$ cat config.mk
export PLATFORM = sky130hd
export DESIGN_NAME = output_accum_ctrl
export DESIGN_NICKNAME = d
export VERILOG_FILES = /design/src/rtl/output_accum_ctrl.sv
export SDC_FILE = /design/constraint.sdc
export NUM_CORES = 1
export LEC_CHECK = 0
export CORE_MARGIN = 1.5
export CORE_UTILIZATION = 53
export DETAILED_ROUTE_END_ITERATION = 16
export HOLD_SLACK_MARGIN = 0.12
export PLACE_DENSITY = 0.9
export REMOVE_ABC_BUFFERS = 1
export SETUP_SLACK_MARGIN = 0.1
export SYNTH_ARGS = -nofsm -noshare
export SYNTH_HDL_FRONTEND = slang
export SYNTH_SLANG_ARGS = --single-unit
export TNS_END_PERCENT = 5
$ cat constraint.sdc
create_clock -name clk_i -period 5.4 [get_ports clk_i]
set_clock_uncertainty 0.15 [all_clocks]
set_input_delay 1.62 -clock clk_i [delete_from_list [all_inputs] [get_ports clk_i]]
set_output_delay 1.62 -clock clk_i [all_outputs]
set_load 0.005 [all_outputs]
$ cat src/rtl/output_accum_ctrl.sv
// output_accum_ctrl: drain sequencer for the output accumulation block.
// After every compute pass it walks the column results through the
// two-level output mux and does a read-add-write into the output BRAM.
// A pass can optionally zero the target region through port B first.
// Optional build macro OUT_CTRL_SKIP_PAD_EN: when defined, mux positions
// beyond the last real column are skipped and never written.
module output_accum_ctrl #(
  parameter int N_COLS_ARRAY           = 3,
  parameter int NUMBER_MUX_OUT_1       = 1,
  parameter int NUMBER_INPUT_MUX_OUT_1 = (N_COLS_ARRAY + NUMBER_MUX_OUT_1 - 1) / NUMBER_MUX_OUT_1,
  parameter int SEL_WIDTH_MUX_OUT_1    = $clog2(1 + NUMBER_INPUT_MUX_OUT_1),
  parameter int SEL_WIDTH_MUX_OUT_2    = (NUMBER_MUX_OUT_1 > 1) ? $clog2(NUMBER_MUX_OUT_1) : 1,
  parameter int BRAM_ADDR_WIDTH        = 11
) (
  input  logic                           clk_i,
  input  logic                           bram_wr_en_a_rst_i,
  input  logic                           start_i,
  input  logic                           clear_i,
  input  logic [BRAM_ADDR_WIDTH-1:0]     base_addr_i,
  output logic                           busy_o,
  output logic                           done_o,
  output logic [SEL_WIDTH_MUX_OUT_1-1:0] sel_mux_out_1_o,
  output logic [SEL_WIDTH_MUX_OUT_2-1:0] sel_mux_out_2_o,
  output logic                           sel_mux_ld_o,
  output logic                           sel_mux_rst_o,
  output logic                           reg_wr_en_o,
  output logic                           reg_rst_o,
  output logic                           bram_wr_en_a_o,
  output logic                           bram_wr_en_a_ld_o,
  output logic                           bram_wr_en_b_o,
  output logic                           bram_wr_en_b_ld_o,
  output logic [BRAM_ADDR_WIDTH-1:0]     bram_addr_a_o,
  output logic [BRAM_ADDR_WIDTH-1:0]     bram_addr_b_o
);

  localparam int NIN = NUMBER_INPUT_MUX_OUT_1;
  localparam int CW  = $clog2(N_COLS_ARRAY + 1);
  localparam int AW  = BRAM_ADDR_WIDTH;

  typedef enum logic [2:0] {IDLE, CLEAR, LOAD0, LOAD1, ACC0, ACC1, DONE} state_t;

  state_t                         state, state_n;
  logic [SEL_WIDTH_MUX_OUT_1-1:0] k, k_n;
  logic [SEL_WIDTH_MUX_OUT_2-1:0] g, g_n;
  logic [CW-1:0]                  c, c_n;
  logic [AW-1:0]                  base, base_n;
  logic                           has_next_g;
  logic [31:0]                    idx_n;
  logic [AW-1:0]                  acc_addr_n, clr_addr_n;

  logic                           busy_n, done_n, sel_ld_n, reg_wr_n;
  logic                           we_a_n, we_a_ld_n, we_b_n, we_b_ld_n;
  logic [SEL_WIDTH_MUX_OUT_1-1:0] sel1_n;
  logic [SEL_WIDTH_MUX_OUT_2-1:0] sel2_n;
  logic [AW-1:0]                  addr_a_n, addr_b_n;

`ifdef OUT_CTRL_SKIP_PAD_EN
  logic [31:0] next_idx;
`endif

  // Next state, pass counters and the next value of every registered output
  always_comb begin
    state_n = state;
    k_n     = k;
    g_n     = g;
    c_n     = c;
    base_n  = base;

`ifdef OUT_CTRL_SKIP_PAD_EN
    next_idx   = (32'(g) + 32'd1) * 32'(NIN) + 32'(k) - 32'd1;
    has_next_g = (32'(g) + 32'd1 < 32'(NUMBER_MUX_OUT_1)) && (next_idx < 32'(N_COLS_ARRAY));
`else
    has_next_g = (32'(g) + 32'd1 < 32'(NUMBER_MUX_OUT_1));
`endif

    case (state)
      IDLE: begin
        if (start_i) begin
          base_n  = base_addr_i;
          k_n     = SEL_WIDTH_MUX_OUT_1'(1);
          g_n     = '0;
          c_n     = '0;
          state_n = clear_i ? CLEAR : LOAD0;
        end
      end
      CLEAR: begin
        if (c == CW'(N_COLS_ARRAY)) begin
          state_n = LOAD0;
        end else begin
          c_n = c + 1'b1;
        end
      end
      LOAD0: state_n = LOAD1;
      LOAD1: begin
        g_n     = '0;
        state_n = ACC0;
      end
      ACC0: state_n = ACC1;
      ACC1: begin
        if (has_next_g) begin
          g_n     = g + 1'b1;
          state_n = ACC0;
        end else if (32'(k) < 32'(NIN)) begin
          k_n     = k + 1'b1;
          g_n     = '0;
          state_n = LOAD0;
        end else begin
          state_n = DONE;
        end
      end
      DONE:    state_n = IDLE;
      default: state_n = IDLE;
    endcase

    idx_n      = 32'(g_n) * 32'(NIN) + 32'(k_n) - 32'd1;
    acc_addr_n = AW'(32'(base_n) + idx_n);
    clr_addr_n = base_n + AW'(c_n);

    busy_n    = (state_n != IDLE) && (state_n != DONE);
    done_n    = 1'b0;
    sel1_n    = '0;
    sel2_n    = '0;
    sel_ld_n  = 1'b0;
    reg_wr_n  = 1'b0;
    we_a_n    = 1'b0;
    we_a_ld_n = 1'b0;
    we_b_n    = 1'b0;
    we_b_ld_n = 1'b0;
    addr_a_n  = '0;
    addr_b_n  = '0;

    case (state_n)
      CLEAR: begin
        addr_b_n  = clr_addr_n;
        we_b_n    = (c_n != CW'(N_COLS_ARRAY));
        we_b_ld_n = 1'b1;
      end
      LOAD0: begin
        sel1_n   = k_n;
        sel_ld_n = 1'b1;
      end
      LOAD1: begin
        sel1_n   = k_n;
        reg_wr_n = 1'b1;
      end
      ACC0: begin
        sel1_n    = k_n;
        sel2_n    = g_n;
        sel_ld_n  = 1'b1;
        addr_b_n  = acc_addr_n;
        we_a_n    = 1'b1;
        we_a_ld_n = 1'b1;
      end
      ACC1: begin
        sel1_n    = k_n;
        sel2_n    = g_n;
        addr_a_n  = acc_addr_n;
        addr_b_n  = acc_addr_n;
        we_a_ld_n = 1'b1;
      end
      DONE:    done_n = 1'b1;
      default: ;
    endcase
  end

  // State, counters and all outputs registered; reset pulses the block resets once
  always_ff @(posedge clk_i or posedge bram_wr_en_a_rst_i) begin
    if (bram_wr_en_a_rst_i) begin
      state             <= IDLE;
      k                 <= '0;
      g                 <= '0;
      c                 <= '0;
      base              <= '0;
      busy_o            <= 1'b0;
      done_o            <= 1'b0;
      sel_mux_out_1_o   <= '0;
      sel_mux_out_2_o   <= '0;
      sel_mux_ld_o      <= 1'b0;
      sel_mux_rst_o     <= 1'b1;
      reg_wr_en_o       <= 1'b0;
      reg_rst_o         <= 1'b1;
      bram_wr_en_a_o    <= 1'b0;
      bram_wr_en_a_ld_o <= 1'b0;
      bram_wr_en_b_o    <= 1'b0;
      bram_wr_en_b_ld_o <= 1'b0;
      bram_addr_a_o     <= '0;
      bram_addr_b_o     <= '0;
    end else begin
      state             <= state_n;
      k                 <= k_n;
      g                 <= g_n;
      c                 <= c_n;
      base              <= base_n;
      busy_o            <= busy_n;
      done_o            <= done_n;
      sel_mux_out_1_o   <= sel1_n;
      sel_mux_out_2_o   <= sel2_n;
      sel_mux_ld_o      <= sel_ld_n;
      sel_mux_rst_o     <= 1'b0;
      reg_wr_en_o       <= reg_wr_n;
      reg_rst_o         <= 1'b0;
      bram_wr_en_a_o    <= we_a_n;
      bram_wr_en_a_ld_o <= we_a_ld_n;
      bram_wr_en_b_o    <= we_b_n;
      bram_wr_en_b_ld_o <= we_b_ld_n;
      bram_addr_a_o     <= addr_a_n;
      bram_addr_b_o     <= addr_b_n;
    end
  end

endmodule

# --- Word level (Yosys, flattened, before mapping) ---
# Cells that the tools add are included.
totals:
  regBits: 53
  inputBits: 15
classes:
  addsub: 8
  n_mul: 1
  magnitude_cmp: 2
  eq_ne: 14
  n_mux: 30
  reduce_logical: 6
ops:
  columns: ["operator", "n"]
  rows:
  - ["$mux W11", 3]
  - ["$pmux W11 S2", 1]
  - ["$pmux W3 S6", 1]
  - ["$eq A3 B3 Y1 const B", 5]
  - ["$mux W2", 7]
  - ["$eq A3 B2 Y1 const B", 4]
  - ["$mux W3", 4]
  - ["$add A11 B2 Y11", 1]
  - ["$add A11 B5 Y11", 1]
  - ["$mux W1", 11]
  - ["$pmux W2 S2", 2]
  - ["$eq A3 B1 Y1 const B", 2]
  - ["$sub A4 B1 Y5 const B", 1]
  - ["$add A2 B1 Y2 const B", 2]
  - ["$add A3 B2 Y4", 1]
  - ["$reduce_or A2 Y1", 2]
  - ["$reduce_or A4 Y1", 1]
  - ["$logic_not A3 Y1", 1]
  - ["$mul A1 B2 Y3 const B", 1]
  - ["$ne A3 B3 Y1 const B", 1]
  - ["$pmux W1 S3", 1]
  - ["$reduce_bool A3 Y1", 1]
  - ["$add A1 B1 Y2 const B", 1]
  - ["$eq A2 B2 Y1 const B", 1]
  - ["5 further kinds", 5]

# --- Logic depth before layout (Yosys ltp) ---
# Gate-level depths: netlist of the first run.
logic_depth:
  ltp_word: 9
  ltp_mapped: 20
  mapped_depth_nobuf: 18

# --- Worst setup path before layout of the first run ---
# OpenSTA, ideal clock, no wires.
synth_timing:
  path_kind: "input to register"
  start: "input port start_i"
  end: "register bram_addr_a_o[10]"
  setup_ps: 76
  arrival_ps: 4496
  path_slack_ps: 677
  stages: 17
  cell_sequence: "nand2_1 > a21oi_1 > a21oi_1 > o21ai_0 > ha_1 > inv_1 > ha_1 > inv_1 > ha_1 > ha_1 > a21o_1 > nand3_1 > mux2i_1 > or3_1 > buf_4 > a2111o_1 > o21ai_1"
synth_between:
  elab_chain_len: 7
  elab_cells_between_ends: 14
synth_lines:
  columns: ["item", "line", "source"]
  rows:
  - ["start, declared", "17", "input logic start_i,"]
  - ["$mux W1", "78", "if (start_i) begin"]
  - ["$pmux W1 S3", "76", "case (state)"]
  - ["$mul A1 B2 Y3", "115", "idx_n = 32'(g_n) * 32'(NIN) + 32'(k_n) - 32'd1;"]
  - ["$add A3 B2 Y4", "115", null]
  - ["$sub A4 B1 Y5", "115", null]
  - ["$add A11 B5 Y11", "116", "acc_addr_n = AW'(32'(base_n) + idx_n);"]
  - ["$mux W11 (*)", "132", "case (state_n)"]
  - ["named net addr_a_n[10]", "55", "logic [AW-1:0] addr_a_n, addr_b_n;"]
  - ["end signal, assigned", "206", "bram_addr_a_o <= addr_a_n;"]
  - ["end, declared", "32", "output logic [BRAM_ADDR_WIDTH-1:0] bram_addr_a_o,"]
# Mark *: on every way through the listed nets, which the timed path passes. The rest lies on a longest branch.

# --- Final worst setup path of the first run ---
# Same ends and word-level chain as after synthesis.

==> results, run 1 <==
- The flow ran to the end, and the final reports show no timing, DRC or antenna violations.
- In this run the clock root is driven by a sky130_fd_sc_hd__clkbuf_8.
- The number of remaining DRC errors is 0.
- The number of nets in the layout is 387.
- Summed over all nets, the half-perimeter wirelength after detailed placement is 4.92 mm.
- The xor-xnor portion of the synthesized cell area is 0.0537.
- The synthesis-stage register bit count is 53.
- The relative slew slack is 0.295.
- After routing, the total negative slack on setup checks comes to 0 ns.
- The share of total power in the clock network is 0.103.
- The via count of the first global-routing pass is 2387.
- Of the cells placed in the final design, the portion with a size suffix greater than 1 is 0.0845.
- The number of placed cells counting well taps is 417.
- The first global-routing pass estimated 11.2 mm of wire.
- The TritonCTS sink count is 53.
- The maximum clock frequency is 198 MHz.
- The worst path needs 5.04 ns of the cycle, external delays included.
- The count of pins over their slew limit was 0.
- The initial antenna violation count came to 0.
- Of the synthesized area, sequential elements account for 0.452.
- The post-synthesis share of cell area spent on full adders, half adders and majority gates is 0.0819.
- In this run the post-CTS setup repair buffer count came out at 0.
- The critical hold path startpoint is base[0]$_DFF_PP0_.
- The predominant post-synthesis flop cell is sky130_fd_sc_hd__dfrtp_1.
- The cell type group with the largest total delay on the critical path is compound AO/OA/AOI/OAI gates.
- Measured along the y axis, the die boundary spans 77.4 um.
- The post-synthesis simple-gate area fraction is 0.177.
- The clock latency of the later-clocked register in the worst-skew pair is 0.31 ns.
- The number of input and output port buffers inserted is 49.
- The number of hold violations in the final report came to 0.
- The proportion of register bits with asynchronous set or reset after synthesis is 1.00.
- Together, buffers and inverters on the worst path number 4.
- After synthesis, the share of cell area in mux cells is 0.0495.
- The slew at the pin closest to its max-slew limit is 1.06 ns.
- The number of buffers on the longest clock path is 2.
- For the worst setup path, the data arrival time is 5.13 ns.
- The data required time of the worst path is 5.49 ns.
- The average vias per placed instance is 5.80.
- The synthesis-to-finish area growth is 24.3%.
- The die is 77.4 um wide.
- The initial standard-cell utilization of the core is 0.560.
- Of the total power, the share spent switching nets is 0.455.
- The reported max-cap violation count is 0.
- The maximum number of pins on one net before global-route repair is 54.
- The cell at the slowest stage of the critical path is sky130_fd_sc_hd__or3_1.
- After clock tree synthesis, the flow added hold-fix buffers numbering 0.
- The worst register-to-register path ends at bram_addr_b_o[7]$_DFF_PP0_.
- Traced cell by cell, the critical path runs through clkdlybuf4s50_1, buf_4, a21oi_1, nor2_1, o21ai_0, ha_1, inv_1, ha_1, inv_1, ha_1, ha_1, a21o_1, nand3b_1, mux2i_1, or3_1, a2111o_1, o21ai_1.
- The sort of element at the start of the critical path is an input pin.
- The synthesized design contains 0 enable-type register cells.
- For this design the total switching power over the nets is 1.20 mW.
- The endpoint of the worst hold path is base[0]$_DFF_PP0_.
- The sequential cell fraction of total power is 0.243.
- The kind of end point of the critical path is a flip-flop.
- Across every metal layer, demand over resource in global routing totals 0.237.
- The internal portion of the total power is 1.44 mW.
- The count of filler cells inserted in the layout is 387.
- Before antenna repair, the detailed router went through 5 iterations.
- For this run, the number of standard cells in the final layout without fillers is 425.
- By area, the combinational part of the netlist is dominated by simple AND/OR/NAND/NOR gates.
- VDD sags by at most 0.000394 V.
- The routed layout has 2465 vias.
- The worst reg-to-reg setup slack is 1.31 ns.
- The floorplan step defined a die boundary enclosing 5990 um2.
- In the final routed layout, each cell accounts on average for 15.8 um.
- Setup repair after global routing left no endpoint under its margin.
- The final critical-path share of the clock period is 0.933.
- 0 antenna diodes ended up in the layout.
- Power spread over the standard cell area amounts to 724 nW/um2.
- The global placer's final weighted congestion is 0.893.
- The number of standard-cell rows in the floorplan is 26.
- The detailed router finished its first iteration with 253 violations.
- After clock tree synthesis, the repair step resized 0 gates.
- Counting cells, the worst reg-to-reg path comes to 17.
- For this run, the slowest stage of the critical path takes 0.47 ns.
- The combinational fraction of design power is 0.654.
- The Yosys step of the flow raised 0 warnings.
- Clock-pin slew was measured on the worst setup and hold paths at 0.10 ns.
- In this run the critical register-to-register path is launched from state[0]$_DFF_PP0_.
- The category of the most critical setup path is input pin to flip-flop.
- The most numerous cell type found on the critical path is sky130_fd_sc_hd__ha_1.
- After synthesis, the mean cell area works out to 9.81 um2.
- The leakage power is 1.71 nW.
- Once detail routing completed, the nets flagged for antenna violations numbered 0.
- Of all nets on the critical path, the largest fanout is 7.
- The fraction of the mapped netlist area in compound gates came to 0.138.
- The path class of the tightest hold or removal check is flip-flop to flip-flop.
- Summed over all layers, the global routing overflow is 0.
- The number of cells produced by synthesis is 299.
- The worst hold path was traced through 2 stages.
- In this run, CTS created clock tree buffers numbering 5.
- TritonCTS built the clock tree.
- The mapped netlist covers 2930 um2.
- The area inside the core boundary is 5240 um2.
- Pin placement for this block handled 50 I/O pins.
- The final count of negative-setup-slack endpoints is 0.
- The H-tree was split into 2 levels.
- The final layout contains routed wiring with a total length of 6.71 mm.
- In this run, distinct cell masters in the synthesized netlist total 54.
logic make-up (layout without fill, tap and decap cells):
| logic type | after synthesis | in the layout |
|---|---|---|
| other | 1 | 1 |
| xor gates and xnor gates | 18 | 18 |
| DFF | 53 | 53 |
| buffers and inverters | 34 | 90 |
| AOI/OAI and AO/OA | 61 | 61 |
| muxes | 13 | 13 |
| and+or+nand+nor | 101 | 101 |
| adders and majority gates | 18 | 18 |
cell usage in the layout (no fill, tap or decap), types with 3 or more instances in the layout:
cell type,instances
sky130_fd_sc_hd__dfrtp_1,52
sky130_fd_sc_hd__clkdlybuf4s50_1,49
sky130_fd_sc_hd__nand2_1,26
sky130_fd_sc_hd__nor2_1,23
sky130_fd_sc_hd__inv_1,21
sky130_fd_sc_hd__a21oi_1,18
sky130_fd_sc_hd__ha_1,16
sky130_fd_sc_hd__xnor2_1,11
sky130_fd_sc_hd__mux2i_1,10
sky130_fd_sc_hd__buf_4,10
sky130_fd_sc_hd__nand3_1,9
sky130_fd_sc_hd__o21ai_0,8
sky130_fd_sc_hd__xor2_1,7
sky130_fd_sc_hd__nor3_1,6
sky130_fd_sc_hd__and2_1,6
sky130_fd_sc_hd__and3_1,6
sky130_fd_sc_hd__a21o_1,6
sky130_fd_sc_hd__nor2b_1,5
sky130_fd_sc_hd__clkbuf_8,5
sky130_fd_sc_hd__o22ai_1,4
sky130_fd_sc_hd__o21ai_1,4
sky130_fd_sc_hd__or3_1,4
sky130_fd_sc_hd__nand4_1,3
sky130_fd_sc_hd__nand2b_1,3
sky130_fd_sc_hd__or2_2,3
sky130_fd_sc_hd__nand3b_1,3
cells in the mapped netlist (7+ instances only):
master                      n  area share
sky130_fd_sc_hd__xor2_1     7       0.021
sky130_fd_sc_hd__o21ai_0    8       0.014
sky130_fd_sc_hd__nor2_1    23       0.029
sky130_fd_sc_hd__clkbuf_1   7      0.0090
sky130_fd_sc_hd__xnor2_1   11       0.033
sky130_fd_sc_hd__nand2_1   26       0.033
sky130_fd_sc_hd__nand3_1    9       0.015
sky130_fd_sc_hd__inv_1     22       0.028
sky130_fd_sc_hd__dfrtp_1   52        0.44
sky130_fd_sc_hd__a21oi_1   18       0.031
sky130_fd_sc_hd__ha_1      16       0.068
sky130_fd_sc_hd__mux2i_1   10       0.034
per-stage QoR:
step                      worst slack [ns]  hold WS, ns  power, mW   util  instance area [um2]
final                                0.361        0.386       2.64  0.697                 3650
after global routing                 0.117        0.400       2.84  0.697                 3650
after CTS                            0.413        0.385       2.62  0.697                 3650
after detailed placement             0.128        0.362       2.33  0.675                 3540
after global placement               0.150        0.339       2.27  0.675                 3540
after floorplan                      0.712        0.321       1.79      -                 2880
worst register-to-register path: stages (launching register included):
cell and delay [ns]:
sky130_fd_sc_hd__dfrtp_1 0.60, sky130_fd_sc_hd__nor2b_1 0.26, sky130_fd_sc_hd__nand4_1 0.20, sky130_fd_sc_hd__inv_1 0.17, sky130_fd_sc_hd__o21ai_0 0.14, sky130_fd_sc_hd__buf_4 0.17
sky130_fd_sc_hd__ha_1 0.17, sky130_fd_sc_hd__inv_1 0.06, sky130_fd_sc_hd__ha_1 0.14, sky130_fd_sc_hd__inv_1 0.06, sky130_fd_sc_hd__ha_1 0.27, sky130_fd_sc_hd__inv_1 0.04
sky130_fd_sc_hd__ha_1 0.32, sky130_fd_sc_hd__a21oi_1 0.29, sky130_fd_sc_hd__nor3_1 0.09, sky130_fd_sc_hd__a2111oi_0 0.49, sky130_fd_sc_hd__xor2_1 0.24, sky130_fd_sc_hd__o22ai_1 0.11
power by group through the flow:
stage | clock (mW) | combinational, mW | sequential (mW)
2_1_floorplan | 0 | 1.15 | 0.641
5_1_grt | 0.290 | 1.89 | 0.659
4_1_cts | 0.275 | 1.71 | 0.640
6_report | 0.273 | 1.73 | 0.641
3_3_place_gp | 0 | 1.63 | 0.642
3_5_place_dp | 0 | 1.69 | 0.648
sequential cells by signal, summed over array words and instances (netlist names), 2 cells and up:
name,count
bram_addr_b_o,11
state,3
base,11
bram_addr_a_o,11
sel_mux_out_1_o,2
c,2
k,2
how the worst max path moves through the flow:
| stage | from | endpoint | slack, ns | cells past startpoint |
|---|---|---|---|---|
| floorplan | start_i | bram_addr_a_o[10]$_DFF_PP0_ | 0.71 | 16 |
| global placement | start_i | bram_addr_a_o[10]$_DFF_PP0_ | 0.15 | 17 |
| detailed placement | start_i | bram_addr_b_o[9]$_DFF_PP0_ | 0.13 | 17 |
| CTS | start_i | bram_addr_a_o[10]$_DFF_PP0_ | 0.41 | 17 |
| global route | start_i | bram_addr_b_o[7]$_DFF_PP0_ | 0.12 | 17 |
| finish | start_i | bram_addr_a_o[10]$_DFF_PP0_ | 0.36 | 17 |
metal layers:
metal,global-route usage,vias to the layer above,share of wire
met2,0.395,117,0.48
li1,-,1150,-
met3,0.0365,23,0.053
met4,0.0927,0,0.029
met1,0.313,1175,0.44
met5,0,-,0
final cells by class:
class	count	area [um2]	area share
clock inverters	3	43.8	0.0120
repair buffers	59	566	0.155
flip-flops and latches	53	1330	0.364
inverters	23	86.3	0.0237
clock buffers	5	68.8	0.0189
multi-input cells	212	1470	0.403
well taps	70	87.6	0.0240
(Power assumes the default switching activity.)
==> inputs of run 2 (changes only) <==
--- a/config.mk
+++ b/config.mk
@@ -5,6 +5,7 @@
 export SDC_FILE = /design/constraint.sdc
 export NUM_CORES = 1
 export LEC_CHECK = 0
+export ABC_CLOCK_PERIOD_IN_PS = 5400
 export CORE_MARGIN = 1.5
 export CORE_UTILIZATION = 53
 export DETAILED_ROUTE_END_ITERATION = 16
==> results of run 2 <==
Final layout, timing and power as in run 1 (identical DEF).
==> inputs of run 3 (changes only) <==
--- a/config.mk
+++ b/config.mk
@@ -6,8 +6,10 @@
 export NUM_CORES = 1
 export LEC_CHECK = 0
 export ABC_CLOCK_PERIOD_IN_PS = 5400
+export CELL_PAD_IN_SITES_DETAIL_PLACEMENT = 1
+export CELL_PAD_IN_SITES_GLOBAL_PLACEMENT = 1
 export CORE_MARGIN = 1.5
-export CORE_UTILIZATION = 53
+export CORE_UTILIZATION = 41
 export DETAILED_ROUTE_END_ITERATION = 16
 export HOLD_SLACK_MARGIN = 0.12
 export PLACE_DENSITY = 0.9
==> run 3 against run 2 <==
  * Utilization is 16 points lower
  * Critical path depth increased by 2
  * Design area rose by 1.9%
  * Register-to-register slack got worse by 0.22 ns
  * First-iteration DRC count down 60%
  * Setup slack lost 0.16 ns
  * Combinational power up 9%
  * Non-clock buffer count increased by 4
  * Flip-flop and latch count did not move
  * Sequential power is 2% higher
  * Routed wire length is 31% higher
  * Clock-buffer cell count unchanged
  * Highest routed layer unchanged
==> results, run 3 (same netlist as run 1, synthesis figures left out) <==
- The count of pins over their slew limit is 0 (unchanged).
- The count of pins on the block boundary was 50 (unchanged).
- The data arrival time of the critical path is 5.32 ns (was 5.13 ns).
- The post-detailed-routing wire length is 8.77 mm (was 6.71 mm).
- The kind of end point of the critical path is a flip-flop (unchanged).
- The initial antenna violation count is 0 (unchanged).
- The highest fanout seen on the critical path is 6 (was 7).
- The master cell of the clock root buffer is sky130_fd_sc_hd__clkbuf_8 (unchanged).
- The number of remaining DRC errors is 0 (unchanged).
- The slew at the pin closest to its max-slew limit came to 1.12 ns (was 1.06 ns).
- The overall die area was 7670 um2 (was 5990 um2).
- The first-pass iteration count of the detailed router is 4 (was 5).
- The number of diodes added for antenna fixing is 0 (unchanged).
- The via count of the first global-routing pass is 2721 (was 2387).
- The global placer's final weighted congestion is 0.870 (was 0.893).
- The register clock-pin slew on the reported worst setup and hold paths is 0.11 ns (was 0.10 ns).
- The number of input and output port buffers inserted is 49 (unchanged).
- The fraction of layout instances using a drive strength above 1 is 0.0975 (was 0.0845).
- Biggest registers after layout: base x11, bram_addr_a_o x11, bram_addr_b_o x11 (unchanged).
- The internal power is 1.49 mW (was 1.44 mW).
- The number of nets in the layout is 391 (was 387).
- The category of the most critical setup path is input pin to flip-flop (unchanged).
- The net load switching power is 1.33 mW (was 1.20 mW).
- The synthesis-to-finish area growth is 26.7% (was 24.3%).
- The clock latency of the later-clocked register in the worst-skew pair was 0.32 ns (was 0.31 ns).
- The number of antenna-violating nets in the routed design came to 0 (unchanged).
- The time the final worst path needs with I/O delays and setup is 5.20 ns (was 5.04 ns).
- The most common library cell in the layout ignoring fill and taps is sky130_fd_sc_hd__dfrtp_1 (unchanged).
- The power density relative to cell area is 758 nW/um2 (was 724 nW/um2).
- The total chip power is 2.82 mW (was 2.64 mW).
- The final count of negative-setup-slack endpoints is 0 (unchanged).
- The sequential cell fraction of total power is 0.231 (was 0.243).
- The detailed placement HPWL is 6.50 mm (was 4.92 mm).
- The maximum clock frequency is 192 MHz (was 198 MHz).
- The relative slew slack is 0.252 (was 0.295).
- The leakage power is 1.73 nW (was 1.71 nW).
- The net switching fraction of the power was 0.472 (was 0.455).
- The number of standard-cell rows in the floorplan is 30 (was 26).
- The overall overflow remaining after global route is 0 (unchanged).
- The final worst-path setup slack is 0.200 ns (was 0.361 ns).
- The final critical-path share of the clock period was 0.963 (was 0.933).
- The area inside the core boundary is 6870 um2 (was 5240 um2).
- The average vias per placed instance was 5.55 (was 5.80).
- The number of design-rule violations left by the first detailed-router iteration is 101 (was 253).
- The routed wirelength normalized by instance count is 19.3 um (was 15.8 um).
- The total via count in the routed design came to 2525 (was 2465).
- The width of the chip is 87.6 um (was 77.4 um).
- The number of hold violations in the final report is 0 (unchanged).
- Run status: finished clean (unchanged).
- The post-placement setup slack came to 0.0704 ns (was 0.128 ns).
- The reported max-cap violation count is 0 (unchanged).
- The share of total power in the clock network was 0.100 (was 0.103).
- The type of the most critical hold path is flip-flop to flip-flop (unchanged).
- The sort of element at the start of the critical path is an input pin (unchanged).
- The data required time of the worst path is 5.52 ns (was 5.49 ns).
- The maximum number of pins on one net before global-route repair is 54 (unchanged).
- The initial standard-cell utilization of the core is 0.427 (was 0.560).
- The die boundary height was 87.6 um (was 77.4 um).
- The worst slack on hold paths is 0.415 ns (was 0.386 ns).
- The setup TNS is 0 ns (unchanged).
- Unrepaired setup endpoints after global routing: true (was false).
- The total global routing track utilization is 0.242 (was 0.237).
- The worst ir drop on vdd is 0.000250 V (was 0.000394 V).
- The clock buffer count from CTS was 5 (unchanged).
- The TritonCTS sink count is 53 (unchanged).
- The number of buffers on the longest clock path is 2 (unchanged).
- The wire length of the first global-routing pass came to 13.9 mm (was 11.2 mm).
- Commonest cells after routing, fill and taps aside: 52 x sky130_fd_sc_hd__dfrtp_1, 49 x sky130_fd_sc_hd__clkdlybuf4s50_1, 26 x sky130_fd_sc_hd__nand2_1 (unchanged).
- The depth of the CTS H-tree is 2 (unchanged).
- The TritonCTS clock tree is yes (unchanged).
- The combinational fraction of design power came to 0.669 (was 0.654).
## run 3: worst max-delay path, cell delays in order
cell,delay (ns)
sky130_fd_sc_hd__clkdlybuf4s50_1,0.49
sky130_fd_sc_hd__nand2_1,0.08
sky130_fd_sc_hd__a21oi_1,0.16
sky130_fd_sc_hd__a21oi_1,0.06
sky130_fd_sc_hd__o21ai_0,0.27
sky130_fd_sc_hd__buf_4,0.18
sky130_fd_sc_hd__ha_1,0.19
sky130_fd_sc_hd__inv_1,0.07
sky130_fd_sc_hd__ha_1,0.19
sky130_fd_sc_hd__inv_1,0.08
sky130_fd_sc_hd__ha_1,0.24
sky130_fd_sc_hd__buf_4,0.20
sky130_fd_sc_hd__ha_1,0.30
sky130_fd_sc_hd__a21oi_1,0.31
sky130_fd_sc_hd__nor2_1,0.10
sky130_fd_sc_hd__o211ai_1,0.18
sky130_fd_sc_hd__nand2_1,0.15
sky130_fd_sc_hd__o32a_1,0.37
sky130_fd_sc_hd__nand3_1,0.08
## run 3: per-layer routing
layer / vias to the layer above / global-route usage / part of all wire
li1: 1151 / - / -
met1: 1263 / 0.280 / 0.39
met2: 85 / 0.434 / 0.52
met3: 26 / 0.0377 / 0.046
met4: 0 / 0.121 / 0.035
met5: - / 0 / 0
## run 3: final timing paths
path	startpoint	slack, ns	depth (start not counted)	to
max in group asynchronous	bram_wr_en_a_rst_i	2.66	2	base[4]$_DFF_PP0_
hold reg to reg	base[10]$_DFF_PP0_	0.42	2	base[10]$_DFF_PP0_
min in group asynchronous	bram_wr_en_a_rst_i	1.75	2	bram_wr_en_b_o$_DFF_PP0_
hold / removal	base[10]$_DFF_PP0_	0.42	2	base[10]$_DFF_PP0_
setup / recovery	start_i	0.20	19	bram_addr_b_o[10]$_DFF_PP0_
setup reg to reg	state[0]$_DFF_PP0_	1.09	18	bram_addr_b_o[10]$_DFF_PP0_
## run 3: cell type report
cell class / instances / area, um2
clock inverter: 3 / 46.3
multi-input combinational: 212 / 1470
tap: 96 / 120
timing repair buffer: 63 / 596
sequential: 53 / 1330
clock buffer: 5 / 68.8
fill: 797 / 3150
inverter: 23 / 86.3
## run 3: power groups by stage
stage | clock network (mW) | logic (mW) | registers [mW]
3_5_place_dp | 0 | 1.82 | 0.659
6_report | 0.280 | 1.89 | 0.651
3_3_place_gp | 0 | 1.69 | 0.647
2_1_floorplan | 0 | 1.15 | 0.641
5_1_grt | 0.294 | 2.05 | 0.668
4_1_cts | 0.284 | 1.86 | 0.652
## run 3: through the flow
step	std cells	util	cell area, um2
final	455	0.541	3720
after global routing	455	0.541	3720
after CTS	455	0.541	3710
after detailed placement	447	0.524	3600
after global placement	447	0.524	3600
after floorplan	288	-	2880
## run 3: what timing repair did
item,CTS,global route
buffers inserted,0,0
hold buffers,0,0
setup endpoints to repair,0,8
gates resized for setup,0,1
endpoints found under the hold margin,0,0
